`src/rtl/random_led_pkg.sv`:
```
// Shared types and constants for the random LED sequencer: FSM states and the
// 16-bit Galois LFSR definition (x^16+x^14+x^13+x^11+1).
package random_led_pkg;

    localparam int                LFSR_W            = 16;
    localparam logic [LFSR_W-1:0] LFSR_TAPS         = 16'hB400;
    localparam logic [LFSR_W-1:0] LFSR_SEED_DEFAULT = 16'hACE1;

    typedef enum logic [1:0] {
        ST_IDLE = 2'd0,
        ST_LOAD = 2'd1,
        ST_HOLD = 2'd2,
        ST_DONE = 2'd3
    } state_e;

    // One right-shift Galois step; the taps are folded in when bit 0 falls out.
    function automatic logic [LFSR_W-1:0] lfsr_next(input logic [LFSR_W-1:0] cur);
        lfsr_next = cur[0] ? ((cur >> 1) ^ LFSR_TAPS) : (cur >> 1);
    endfunction

endpackage

```
`src/rtl/random_led_lfsr.sv`:
```
// Free-running 16-bit Galois LFSR; advances every clock and exposes its low
// OUT_W bits as the candidate pattern.
module random_led_lfsr
    import random_led_pkg::*;
#(
    parameter logic [LFSR_W-1:0] SEED  = LFSR_SEED_DEFAULT,
    parameter int                OUT_W = LFSR_W
) (
    input  logic             clock_i,
    input  logic             reset_i,
    output logic [OUT_W-1:0] pattern_o
);

    logic [LFSR_W-1:0] lfsr_q;
    logic [LFSR_W-1:0] lfsr_d;

    assign lfsr_d = lfsr_next(lfsr_q);

    always_ff @(posedge clock_i or negedge reset_i) begin
        if (!reset_i) begin
            lfsr_q <= SEED;
        end else begin
            lfsr_q <= lfsr_d;
        end
    end

    assign pattern_o = lfsr_q[OUT_W-1:0];

endmodule

```
`src/rtl/random_led_sequencer.sv`:
```
// Plays FRAMES pseudo-random LED patterns per gerar_jogada pulse, HOLD_CYCLES each.
// Build option RANDOM_LED_NO_REPEAT_EN: a candidate equal to the previous frame is inverted.
//   state | meaning
//   IDLE  | waiting for gerar_jogada; frame keeps last pattern (0 after abort/reset)
//   LOAD  | new frame presented, carrega_frame high
//   HOLD  | frame on display, hold counter running
//   DONE  | play complete, jogada_done high
module random_led_sequencer
    import random_led_pkg::*;
#(
    parameter int                WIDTH       = 8,
    parameter int                FRAMES      = 4,
    parameter int                HOLD_CYCLES = 1000,
    parameter logic [LFSR_W-1:0] LFSR_SEED   = LFSR_SEED_DEFAULT,
    localparam int               IDX_W       = (FRAMES > 1) ? $clog2(FRAMES) : 1
) (
    input  logic             clock,
    input  logic             reset,
    input  logic             gerar_jogada,
    input  logic             abort,
    output logic [WIDTH-1:0] frame,
    output logic [IDX_W-1:0] frame_idx,
    output logic             carrega_frame,
    output logic             busy,
    output logic             jogada_done
);

    localparam int               CNT_W    = (HOLD_CYCLES > 1) ? $clog2(HOLD_CYCLES) : 1;
    localparam logic [CNT_W-1:0] CNT_LAST = CNT_W'(HOLD_CYCLES - 1);
    localparam logic [IDX_W-1:0] IDX_LAST = IDX_W'(FRAMES - 1);

    state_e           state_q, state_d;
    logic [WIDTH-1:0] frame_q, frame_d;
    logic [IDX_W-1:0] idx_q, idx_d;
    logic [CNT_W-1:0] cnt_q, cnt_d;
    logic [WIDTH-1:0] cand_raw, cand_nz, cand;
    logic             frame_end;

    random_led_lfsr #(
        .SEED  (LFSR_SEED),
        .OUT_W (WIDTH)
    ) u_lfsr (
        .clock_i   (clock),
        .reset_i   (reset),
        .pattern_o (cand_raw)
    );

    assign cand_nz = (cand_raw == '0) ? {{(WIDTH-1){1'b0}}, 1'b1} : cand_raw;

`ifdef RANDOM_LED_NO_REPEAT_EN
    // All-ones has a zero inverse, so it falls back to flipping bit 0 instead.
    always_comb begin
        cand = cand_nz;
        if (cand_nz == frame_q) begin
            cand = (&cand_nz) ? (cand_nz ^ WIDTH'(1)) : ~cand_nz;
        end
    end
`else
    assign cand = cand_nz;
`endif

    assign frame_end = (state_q == ST_LOAD) ? (HOLD_CYCLES == 1) : (cnt_q == CNT_LAST);

    always_comb begin
        state_d = state_q;
        frame_d = frame_q;
        idx_d   = idx_q;
        cnt_d   = cnt_q;
        if (abort && (state_q != ST_IDLE)) begin
            state_d = ST_IDLE;
            frame_d = '0;
            idx_d   = '0;
            cnt_d   = '0;
        end else begin
            case (state_q)
                ST_IDLE: begin
                    if (gerar_jogada && !abort) begin
                        state_d = ST_LOAD;
                        frame_d = cand;
                        idx_d   = '0;
                        cnt_d   = '0;
                    end
                end
                ST_LOAD, ST_HOLD: begin
                    if (!frame_end) begin
                        state_d = ST_HOLD;
                        cnt_d   = cnt_q + CNT_W'(1);
                    end else if (idx_q == IDX_LAST) begin
                        state_d = ST_DONE;
                    end else begin
                        state_d = ST_LOAD;
                        frame_d = cand;
                        idx_d   = idx_q + IDX_W'(1);
                        cnt_d   = '0;
                    end
                end
                ST_DONE: begin
                    state_d = ST_IDLE;
                end
                default: begin
                    state_d = ST_IDLE;
                end
            endcase
        end
    end

    always_ff @(posedge clock or negedge reset) begin
        if (!reset) begin
            state_q <= ST_IDLE;
            frame_q <= '0;
            idx_q   <= '0;
            cnt_q   <= '0;
        end else begin
            state_q <= state_d;
            frame_q <= frame_d;
            idx_q   <= idx_d;
            cnt_q   <= cnt_d;
        end
    end

    assign frame         = frame_q;
    assign frame_idx     = idx_q;
    assign carrega_frame = (state_q == ST_LOAD);
    assign busy          = (state_q != ST_IDLE);
    assign jogada_done   = (state_q == ST_DONE);

endmodule

```
`config.mk`:
```
export PLATFORM = sky130hd
export DESIGN_NAME = random_led_sequencer
export DESIGN_NICKNAME = d
export VERILOG_FILES = /design/src/rtl/random_led_pkg.sv /design/src/rtl/random_led_lfsr.sv /design/src/rtl/random_led_sequencer.sv
export SDC_FILE = /design/constraint.sdc
export NUM_CORES = 1
export LEC_CHECK = 0
export BUFFER_PORTS_ARGS = -buffer_cell sky130_fd_sc_hd__buf_2
export CAP_MARGIN = 0
export CORE_MARGIN = 1.5
export CORE_UTILIZATION = 35
export CTS_BUF_LIST = sky130_fd_sc_hd__clkbuf_8
export CTS_CLUSTER_SIZE = 8
export DETAILED_ROUTE_END_ITERATION = 12
export HOLD_SLACK_MARGIN = 0.05
export PLACE_DENSITY = 0.63
export SYNTH_ARGS = -nofsm -noshare
export SYNTH_HDL_FRONTEND = slang
export SYNTH_SLANG_ARGS = --single-unit
export TNS_END_PERCENT = 10
```
`constraint.sdc`:
```
create_clock -name clock -period 3 [get_ports clock]
set_clock_uncertainty 0.1 [all_clocks]
set_input_delay 0.6 -clock clock [delete_from_list [all_inputs] [get_ports clock]]
set_output_delay 0.6 -clock clock [all_outputs]
set_load 0.005 [all_outputs]
```
==> results by group <==
Die
  – Die height: 71.4 um
  – Die X: 71.4 um
  – Full die area: 5100 um2
  – Initial Utilization: 37.1%
  – Area of the core: 4410 um2
  – Rows: 24
  – I/O Pins: 17

Power
  – P_leak: 0.861 nW
  – Pwr Density: 719 nW/um2
  – Reg power frac: 43.0%
  – Logic pwr share: 31.0%
  – Net Switching: 445 uW
  – Internal power: 888 uW
  – Clk pwr share: 25.9%
  – VDD IR max: 0.322 mV
  – Switching Share: 33.4%

Outcome
  – Status: complete, no violations

Synth
  – Top FF cell, synth: dfrtp_1
  – Ys Warns: 0
  – Syn Std Cell Area: 1640 um2
  – Post-synth EDFFs: 0
  – Post-Syn Instances: 138
  – Post-synthesis register bit count: 38
  – Syn Nets: 147
  – Mean area per synthesized cell: 11.9 um2
  – Ys async rst share: 100%
  – Post-synthesis sequential area ratio: 58.7%
  – Distinct cell type count after synthesis: 38

STA
  – Pins over their slew limit: 0
  – Setup TNS: 0 ns
  – RSZ-0062 raised after global routing: false
  – Final Hold Viols: 0
  – Highest clock rate: 393 MHz
  – Final setup viols: 0
  – Worst slew pin tran: 0.799 ns
  – Final Cycle Share: 84.8%
  – Relative slew slack: 46.7%
  – Fin crit period: 2.54 ns

CTS
  – Total CTS buffers: 5
  – Worst-path clk slew: 0.07 ns
  – CTS tree: yes
  – Clk root buf: clkbuf_8
  – Hold_buf cts: 0
  – Postcts setup bufs: 0
  – Post-CTS resize count: 0
  – Max clock buf depth: 2
  – CTS H-tree depth: 2
  – Clock latency on the worst-skew pair: 0.28 ns
  – CTS Sinks: 38

Layout
  – Final net count: 167
  – Share of cells above drive strength 1: 24.5%
  – Diodes inserted: 0
  – Finished layout cell area: 1850 um2
  – Area of the multi-input gates: 612 um2
  – FILL cells: 412
  – Area growth, synth to finish: 13.3%
  – Register area: 961 um2

Route
  – Vias/cell: 5.31
  – Post-Route WL: 3.05 mm
  – DR iter-0 viols: 78
  – Post-route DRC: 0
  – Routed WL per cell: 14.5 um
  – Pre-antenna DRT Iters: 4
  – ANT nets after route: 0
  – Vias: 1120

Placement
  – Detailed placement HPWL: 2.20 mm
  – DP Area: 1760 um2
  – IO Port Bufs: 16
  – GPL Wtd Cong: 0.878

Worst setup path
  – Crit path arrival time: 2.65 ns
  – Startpoint Class: flip-flop
  – CP max FO: 13
  – CP Class: flip-flop to flip-flop
  – Critical Path RT: 3.10 ns
  – Crit path capture type: flip-flop

GRT
  – Initial antenna violation count: 0
  – Grt total ovfl: 0
  – First-pass GRT wire length: 5.22 mm
  – Vias in the first global route: 1166
  – Pin count of the biggest net entering global routing: 39
  – Gr usage total: 13.0%

Run
  – Max Cap Viol: 0

Hold path
  – Hold Path Class: flip-flop to flip-flop
-- Yosys cell counts (all sizes together) (2+ instances only) --
master	instances	area share, %
a211oi	4	1.8
a21o	2	0.99
a21oi	9	3.4
a22o	3	1.6
and2	2	0.76
clkbuf	2	0.46
dfrtp	30	46
dfstp	8	13
ha	5	3.8
inv	12	2.8
mux2	2	1.4
mux2i	7	4.3
nand2	13	3.0
nand4	4	1.5
nor2	3	0.69
nor3	4	1.2
o21ai	2	0.61
o31ai	3	1.4
or4	4	2.1
or4b	2	1.5
xnor2	2	1.1
xor2	3	1.6
-- kinds of logic (layout without fill, tap and decap cells) --
logic type,Yosys count,in the layout,synth area share (%)
AND/OR/NAND/NOR,38,38,13.1
adder cells (fa/ha/maj),5,5,3.82
buffers and inverters,15,36,3.90
XOR/XNOR,5,5,2.68
multiplexers,9,9,5.66
AO/OA/AOI/OAI,28,28,12.2
flip-flops,38,38,58.7
-- per-layer routing --
layer  share of wire (%)  track usage (%)  vias up
met1                  44             15.9      560
met2                  52             22.0       22
met5                   0                0        -
met4                0.69             5.66        0
li1                    -                -      536
met3                 3.3             2.95        2
-- final timing paths --
kind	from	end	slack, ns	cells past startpoint
max in group asynchronous	reset	frame[0]	1.99	1
max reg2reg	state_q[0]	frame[6]	0.46	5
min reg2reg	u_lfsr.lfsr_q[12]	u_lfsr.lfsr_q[11]	0.26	0
min in group asynchronous	reset	cnt_q[2]	0.31	1
max	state_q[0]	frame[6]	0.46	5
min	u_lfsr.lfsr_q[12]	u_lfsr.lfsr_q[11]	0.26	0
-- per-stage QoR --
step	worst slack (ns)	total power, mW	util, %	instances	hold WS, ns
after floorplan	0.648	0.912	-	138	0.204
after global placement	0.556	0.982	39.9	203	0.242
after detailed placement	0.456	0.997	39.9	203	0.236
after CTS	0.446	1.35	42.0	211	0.261
after global routing	0.287	1.41	42.0	211	0.263
final	0.456	1.33	42.0	211	0.259
-- sequential cells by signal, indices dropped and copies added (netlist names) --
register / count
frame_idx: 2
cnt_q: 10
u_lfsr.lfsr_q: 16
frame: 8
state_q: 2
-- critical path: stages (launching register included) --
cell	delay [ns]
dfrtp_1	0.41
ha_1	0.22
or4b_4	0.49
or4_4	0.57
a21oi_4	0.42
mux2i_1	0.25
-- layout make-up --
class / instances / share of cell area [%]
Tap cell: 52 / 3.51
Sequential cell: 38 / 51.8
Multi-Input combinational cell: 85 / 33.0
Inverter: 12 / 2.43
Timing Repair Buffer: 16 / 4.32
Clock buffer: 6 / 4.45
Clock inverter: 2 / 0.472
-- power by group through the flow --
stage,Combinational (mW),Clock [mW],Sequential (mW)
after floorplan,0.334,0,0.577
after global placement,0.403,0,0.580
after detailed placement,0.416,0,0.581
after CTS,0.416,0.360,0.573
after global routing,0.453,0.382,0.578
final,0.413,0.346,0.573
-- cells in the final DEF (no fill, tap or decap), types with 2 or more instances in the layout --
master,n
a211oi_1,4
inv_1,13
dfrtp_1,30
or4_1,3
xor2_1,3
clkbuf_8,6
nand4_1,4
a22o_1,3
mux2i_1,7
nand2_1,13
buf_2,16
o31ai_1,3
xnor2_1,2
and2_1,2
nor3_1,4
o21ai_0,2
dfstp_2,8
a21oi_1,8
mux2_2,2
ha_1,5
nor2_1,3
(Power assumes the default switching activity.)
